[config.mk]
export PLATFORM = sky130hd
export DESIGN_NAME = rs_pipeline_tail_fifo
export DESIGN_NICKNAME = d
export VERILOG_FILES = /design/src/rtl/rs_pipeline_pkg.sv /design/src/rtl/rs_tail_fifo_mem.sv /design/src/rtl/rs_pipeline_tail_fifo.sv
export SDC_FILE = /design/constraint.sdc
export NUM_CORES = 2
export LEC_CHECK = 0
export BUFFER_PORTS_ARGS = -buffer_cell sky130_fd_sc_hd__clkbuf_2
export CAP_MARGIN = 20
export CORE_ASPECT_RATIO = 0.7
export CORE_MARGIN = 1
export CORE_UTILIZATION = 40
export DETAILED_ROUTE_END_ITERATION = 7
export PLACE_DENSITY = 0.51
export SLEW_MARGIN = 20
export SYNTH_ARGS = -nofsm -noshare
export SYNTH_HDL_FRONTEND = slang
export SYNTH_SLANG_ARGS = --single-unit
[constraint.sdc]
create_clock -name clk -period 10.2 [get_ports clk]
set_input_delay 2.55 -clock clk [delete_from_list [all_inputs] [get_ports clk]]
set_output_delay 2.55 -clock clk [all_outputs]
set_load 0.05 [all_outputs]
[src/rtl/rs_pipeline_pkg.sv]
//------------------------------------------------------------------------------
// rs_pipeline_pkg : shared types and helpers for the relay-station tail FIFO
// Revision: 1.0
//------------------------------------------------------------------------------
`default_nettype none

package rs_pipeline_pkg;

  localparam int RS_DEFAULT_DEPTH = 64;
  localparam int RS_DEFAULT_PTR_W = $clog2(RS_DEFAULT_DEPTH);
  localparam int RS_DEFAULT_CNT_W = RS_DEFAULT_PTR_W + 1;

  typedef struct packed {
    logic empty_n;
    logic full_n;
    logic overflow;
  } rs_fifo_status_t;

  // Beats still in flight after the stop flag: forward plus return path.
  function automatic int rs_grace(input int level);
    return 2 * level;
  endfunction

  function automatic int rs_ptr_width(input int depth);
    return $clog2(depth);
  endfunction

endpackage

`default_nettype wire

[src/rtl/rs_tail_fifo_mem.sv]
//------------------------------------------------------------------------------
// rs_tail_fifo_mem : DEPTH x DATA_WIDTH storage, sync write / async read
// Revision: 1.0
//------------------------------------------------------------------------------
`default_nettype none

module rs_tail_fifo_mem
  import rs_pipeline_pkg::*;
#(
  parameter int DATA_WIDTH = 32,
  parameter int DEPTH      = 64,
  parameter int ADDR_W     = rs_ptr_width(DEPTH)
) (
  input  logic                  clk,
  input  logic                  wr_en,
  input  logic [ADDR_W-1:0]     wr_addr,
  input  logic [DATA_WIDTH-1:0] wr_data,
  input  logic [ADDR_W-1:0]     rd_addr,
  output logic [DATA_WIDTH-1:0] rd_data
);

  logic [DATA_WIDTH-1:0] mem_q [DEPTH];

  always_ff @(posedge clk) begin
    if (wr_en) begin
      mem_q[wr_addr] <= wr_data;
    end
  end

  // Combinational read keeps the head word visible without a read cycle.
  assign rd_data = mem_q[rd_addr];

endmodule

`default_nettype wire

[src/rtl/rs_pipeline_tail_fifo.sv]
//------------------------------------------------------------------------------
// rs_pipeline_tail_fifo : FWFT tail FIFO for a pipelined relay-station channel
// Optional statistics ports enabled by RS_TAIL_FIFO_STATS_EN.
// Revision: 1.0
//------------------------------------------------------------------------------
`default_nettype none

module rs_pipeline_tail_fifo
  import rs_pipeline_pkg::*;
#(
  parameter int DATA_WIDTH     = 32,
  parameter int DEPTH          = 64,
  parameter int PIPELINE_LEVEL = 12,
  parameter int GRACE          = rs_grace(PIPELINE_LEVEL)
) (
  input  logic                    clk,
  input  logic                    ap_rst_n,
  input  logic [DATA_WIDTH-1:0]   if_din,
  input  logic                    if_write,
  output logic                    if_full_n,
  output logic [DATA_WIDTH-1:0]   if_dout,
  output logic                    if_empty_n,
  input  logic                    if_read,
  output logic                    overflow
`ifdef RS_TAIL_FIFO_STATS_EN
  ,
  output logic [$clog2(DEPTH):0]  stat_max_count,
  output logic [15:0]             stat_drop_cnt
`endif
);

  localparam int PTR_W = rs_ptr_width(DEPTH);
  localparam int CNT_W = PTR_W + 1;
  localparam logic [CNT_W-1:0] DEPTH_C    = CNT_W'(DEPTH);
  localparam logic [CNT_W-1:0] FULL_THR_C = CNT_W'(DEPTH - GRACE - 1);

  logic [CNT_W-1:0] count_q, count_d;
  logic [PTR_W-1:0] wr_ptr_q, wr_ptr_d;
  logic [PTR_W-1:0] rd_ptr_q, rd_ptr_d;
  rs_fifo_status_t  status_q, status_d;

  logic pop;
  logic push;
  logic drop;

  always_comb begin
    pop  = if_read & status_q.empty_n;
    // A pop in the same cycle frees the slot, so a write at full still lands.
    push = if_write & ((count_q < DEPTH_C) | pop);
    drop = if_write & ~push;

    count_d  = count_q + CNT_W'(push) - CNT_W'(pop);
    wr_ptr_d = push ? wr_ptr_q + PTR_W'(1) : wr_ptr_q;
    rd_ptr_d = pop  ? rd_ptr_q + PTR_W'(1) : rd_ptr_q;

    status_d.empty_n  = (count_d != '0);
    status_d.full_n   = (count_d <= FULL_THR_C);
    status_d.overflow = status_q.overflow | drop;
  end

  always_ff @(posedge clk) begin
    if (!ap_rst_n) begin
      count_q  <= '0;
      wr_ptr_q <= '0;
      rd_ptr_q <= '0;
      status_q <= '0;
    end else begin
      count_q  <= count_d;
      wr_ptr_q <= wr_ptr_d;
      rd_ptr_q <= rd_ptr_d;
      status_q <= status_d;
    end
  end

  rs_tail_fifo_mem #(
    .DATA_WIDTH (DATA_WIDTH),
    .DEPTH      (DEPTH),
    .ADDR_W     (PTR_W)
  ) u_mem (
    .clk     (clk),
    .wr_en   (push),
    .wr_addr (wr_ptr_q),
    .wr_data (if_din),
    .rd_addr (rd_ptr_q),
    .rd_data (if_dout)
  );

  assign if_full_n  = status_q.full_n;
  assign if_empty_n = status_q.empty_n;
  assign overflow   = status_q.overflow;

`ifdef RS_TAIL_FIFO_STATS_EN
  logic [CNT_W-1:0] stat_max_q, stat_max_d;
  logic [15:0]      stat_drop_q, stat_drop_d;

  always_comb begin
    stat_max_d  = (count_d > stat_max_q) ? count_d : stat_max_q;
    stat_drop_d = (drop && (stat_drop_q != 16'hFFFF)) ? stat_drop_q + 16'd1 : stat_drop_q;
  end

  always_ff @(posedge clk) begin
    if (!ap_rst_n) begin
      stat_max_q  <= '0;
      stat_drop_q <= '0;
    end else begin
      stat_max_q  <= stat_max_d;
      stat_drop_q <= stat_drop_d;
    end
  end

  assign stat_max_count = stat_max_q;
  assign stat_drop_cnt  = stat_drop_q;
`else
  // Statistics build option disabled: no watermark or drop counter.
`endif

endmodule

`default_nettype wire

# Word level (Yosys, flattened, before mapping)
# Memories as Yosys holds them, arrays and structs flattened. A register that Yosys moved wholly into a read port is not among the register bits.
# Cells that the tools add are included.
# word_totals
regBits,22
ram_bits,2048
out_inout_bits,35
word_cells,24
memories,1
# classes
n_addsub,4
order_cmp,2
mux,4
n_bitwise,6
n_reduce_logical,1
# memory_table
name,words,width,rd,rd_clocked_by_memory_dff,write_ports,line_no,text
u_mem.mem_q,64,32,1,1,1,rs_tail_fifo_mem.sv:22,logic [DATA_WIDTH-1:0] mem_q [DEPTH];
# ops
op,count
6-bit by 1-bit adder with 6-bit output (second input constant),2
6-bit two-way mux,2
7-bit by 1-bit adder with 7-bit output,1
7-bit by 6-bit <= comparator with 1-bit output (second input constant),1
7-bit < comparator (second input constant),1
7-bit nonzero test,1
7-bit by 1-bit subtractor with 7-bit output,1
1-bit bitwise AND,3
1-bit two-way mux,2
1-bit OR,2
1-bit inverter,1

# Longest topological paths before layout
# depth
ltp_word,6
ltp_mapped,14
depth_no_buf,13

# By module
# From an unflattened synthesis, not the netlist that was laid out.
# hier_totals
cells_unflattened,3410
hier_area_um2,78945.7
# modules_own_cells
module,n_inst,cells_each,area_per_inst_um2
rs_tail_fifo_mem,1,3292,77874.7
rs_pipeline_tail_fifo,1,118,1071.0

# Worst setup path before layout
# Ideal clock, no wire load.
# synth_timing
path_kind,input-to-reg
from,input if_read
to,memory u_mem.mem_q[48][0] (enable)
setup_ns,0.421
arrival_time_ns,4.885
setup_slack_ns,4.894
stages,7
n_path_buf,1
path_cell_list,a21bo_2 and2_1 clkbuf_1 inv_1 nor2_1 nand2_1 nor2_1
# synth_between
elab_chain_cells,5
# synth_rtl
item,line_no,text
from (decl),rs_pipeline_tail_fifo.sv:23,"input logic if_read,"
1-bit bitwise AND,rs_pipeline_tail_fifo.sv:47,pop = if_read & status_q.empty_n;
1-bit OR,rs_pipeline_tail_fifo.sv:49,push = if_write & ((count_q < DEPTH_C) | pop);
1-bit bitwise AND,rs_pipeline_tail_fifo.sv:49,
1-bit two-way mux,rs_tail_fifo_mem.sv:25,if (wr_en) begin
1-bit two-way mux (implied by the code),rs_tail_fifo_mem.sv:26,mem_q[wr_addr] <= wr_data;
to (decl),rs_tail_fifo_mem.sv:22,
# No other way between the ends.

==> out/results.txt <==
RR Startpoint - count_q[6]$_SDFF_PN0_
number of routed nets with antenna violations - 0
Critical Path End Type - primary output
GRT Total Usage - 0.2165
DR vias - 37,804
yosys warns - 0
Reg power frac - 0.494
Iteration-0 DRC Markers - 4,787
pwr dens - 214.7 nW/um2
cts hold-fix bufs - 0
routed len/inst - 33.52 um
Tot Pwr - 19.26 mW
Cell Area, Synth - 79,270 um2
first-pass GRT wire length - 301,800 um
crit share post-route - 0.7313
Comb power frac - 0.130
largest cells by area after synthesis - edfxtp_1, mux4_2, mux2i_1
count of state elements after synthesis - 2,076
Post-CTS Repair Setup Buffers - 0
width of the die - 534.1 um
Initial Util - 0.4034
Final Cell Area - 89,720 um2
I/O Pins - 71
via/cell ratio - 5.849
clock transition at the registers of the reported paths - 70 ps
RSZ-0062 raised after global routing - no
Die ar. - 200,000 um2
Worst VDD drop - 0.0001557 V
row cnt - 136
WHS Path Cells - 2
CTS Root Cell - clkbuf_16
worst-path maximum fanout - 46
minimum clock period - 7459 ps
worst hold-check path type - flop to flop
Worst Path Required - 7650 ps
maxcap violations - 0
top-area cell type share of the netlist area - 0.7758
commonest non-fill, non-tap cell in the layout - edfxtp_1
HP Start - overflow$_SDFF_PN0_
commonest cells after routing, fill and taps aside - edfxtp_1, mux4_2, clkbuf_16, buf_4, clkbuf_2
post-synthesis cell count - 3,473
Setup TNS - 0 ps
Routed WL - 216,600 um
cts bufs inserted - 202
status - completed
sw power - 4.634 mW
drt pass-1 iters - 5
crit path DAT - 4910 ps
global route overflow - 0
layout cells sized above 1 - 0.2879
Layout Nets - 3,735
hold worst-path end - overflow$_SDFF_PN0_
max-slew violation count - 0
post-CTS sizing - 0
GPL Wtd Cong - 0.7756
die height - 374.5 um
latest clock arrival within the worst-skew pair - 840 ps
post-synth cell types - 55
final core utilization - 0.4565
Worst Tran Pin Value - 1126 ps
DRC errors left - 0
Slowest Stage Delay on Critical Path - 890 ps
Finish-stage setup viols - 0
critical path startpoint category - flop
Crit-path slowest cell - dfxtp_4
DP Area - 83,440 um2
clock buffer depth - 4
post-synth top area cell - edfxtp_1
Post-Syn Area per Cell - 22.83 um2
CP cell instances - buf_4 -> buf_4 -> nand3_1 -> o221ai_1 -> a21oi_1 -> nor2_1 -> a211oi_1 -> clkbuf_2
Leak - 26.91 nW
worst-case hold slack - 469.7 ps
Post-synth EDFFs - 2,048
TritonCTS clock tree - built
fmax - 134.1 MHz
cell repeated most along the worst path - buf_4
FFs w/ async S/R, synth - 0
Final HPWL DP - 116,500 um
Synth-to-Final Area Change - 13.17%
R2R Setup Slk - 6390 ps
Sw Share - 0.2405
final hold violation count - 0
part of the power in the clock network - 0.376
CP Class - flop to primary output
pin count of the biggest net entering global routing - 115
Worst Skew - 46.76 ps
Slew HR - 0.2473
CP delay by family, top - simple AND/OR/NAND/NOR gates
initial antenna violation count - 10
worst r2r dst - if_empty_n$_SDFF_PN0_
vias in the first global route - 37,771
clock sinks - 2,076
register area share after synthesis - 0.7828
Syn Nets - 3,519
I/O Buffers - 70
CORE AREA - 196,500 um2
Top FF cell, synth - edfxtp_1
CTS H-tree depth - 4
critical path buffer and inverter count - 3
FF-to-FF path depth - 13
Crit path depth - 8
internal power - 14.63 mW
cells by family (layout without fill, tap and decap cells):
logic type / after synthesis / count (layout) / share of synthesized area
compound gates: 302 / 302 / 0.02732
xor+xnor: 14 / 14 / 0.001547
fa+ha+maj: 10 / 10 / 0.001673
buf+inv: 205 / 570 / 0.01503
flops: 2076 / 2076 / 0.7828
mux: 604 / 604 / 0.1562
other cells: 0 / 3 / 0
simple gates: 262 / 262 / 0.01539
tightest hold or removal path: stages, from the launching register on:
cell     delay (ps)
dfxtp_1         330
a31oi_1          40
nor2_1           70
power groups by stage:
stage          sequential [mW]  combinational (mW)  clock, mW
2_1_floorplan             9.66                1.87          0
3_3_place_gp              9.69                2.55          0
3_5_place_dp              9.70                2.55          0
4_1_cts                   9.51                2.56       7.39
5_1_grt                   9.52                2.68       7.69
6_report                  9.51                2.50       7.25
routing by layer:
metal | wire length, um | GRT usage
met1 | 99560 | 0.3353
met2 | 95380 | 0.3134
met3 | 16940 | 0.04381
met4 | 4695 | 0.05041
met5 | 44 | 0
sequential cells by signal, summed over array words and instances (netlist names), named ones only:
register	cells
u_mem.mem_q	2048
count_q	7
rd_ptr_q	6
wr_ptr_q	6
if_empty_n	1
if_full_n	1
overflow	1
through the flow:
stage,instances,setup WS [ps]
after global routing,6461,2548
after detailed placement,6107,3592
after floorplan,3473,4894
after global placement,6106,3286
final,6463,2741
after CTS,6460,2678
cell usage after synthesis, types with 32 or more instances:
| master | count |
|---|---|
| a21oi_1 | 61 |
| a221oi_1 | 50 |
| buf_2 | 49 |
| buf_6 | 32 |
| clkbuf_1 | 75 |
| edfxtp_1 | 2048 |
| mux2_2 | 34 |
| mux2i_1 | 66 |
| mux4_2 | 503 |
| nand2_1 | 46 |
| nor2_1 | 106 |
| o22ai_1 | 37 |
area by class of cell:
cell class	count	area (um2)
fill	16294	106800
clock inverter	95	834.6
clock buffer	258	5433
timing repair buffer	205	1494
inverter	12	45.04
sequential	2076	62080
tap	2622	3281
antenna	3	7.507
multi-input combinational	1192	16550
worst max-delay path by stage:
stage / to / slack [ps] / from
6_report: if_dout[8] / 2740 / flop
5_1_grt: if_dout[23] / 2550 / flop
4_1_cts: if_dout[23] / 2680 / flop
3_5_place_dp: if_dout[23] / 3590 / flop
3_3_place_gp: if_dout[20] / 3290 / flop
2_1_floorplan: u_mem.mem_q[48][0]$_DFFE_PP_ / 4890 / if_read
Power figures use the tool's default switching activity.
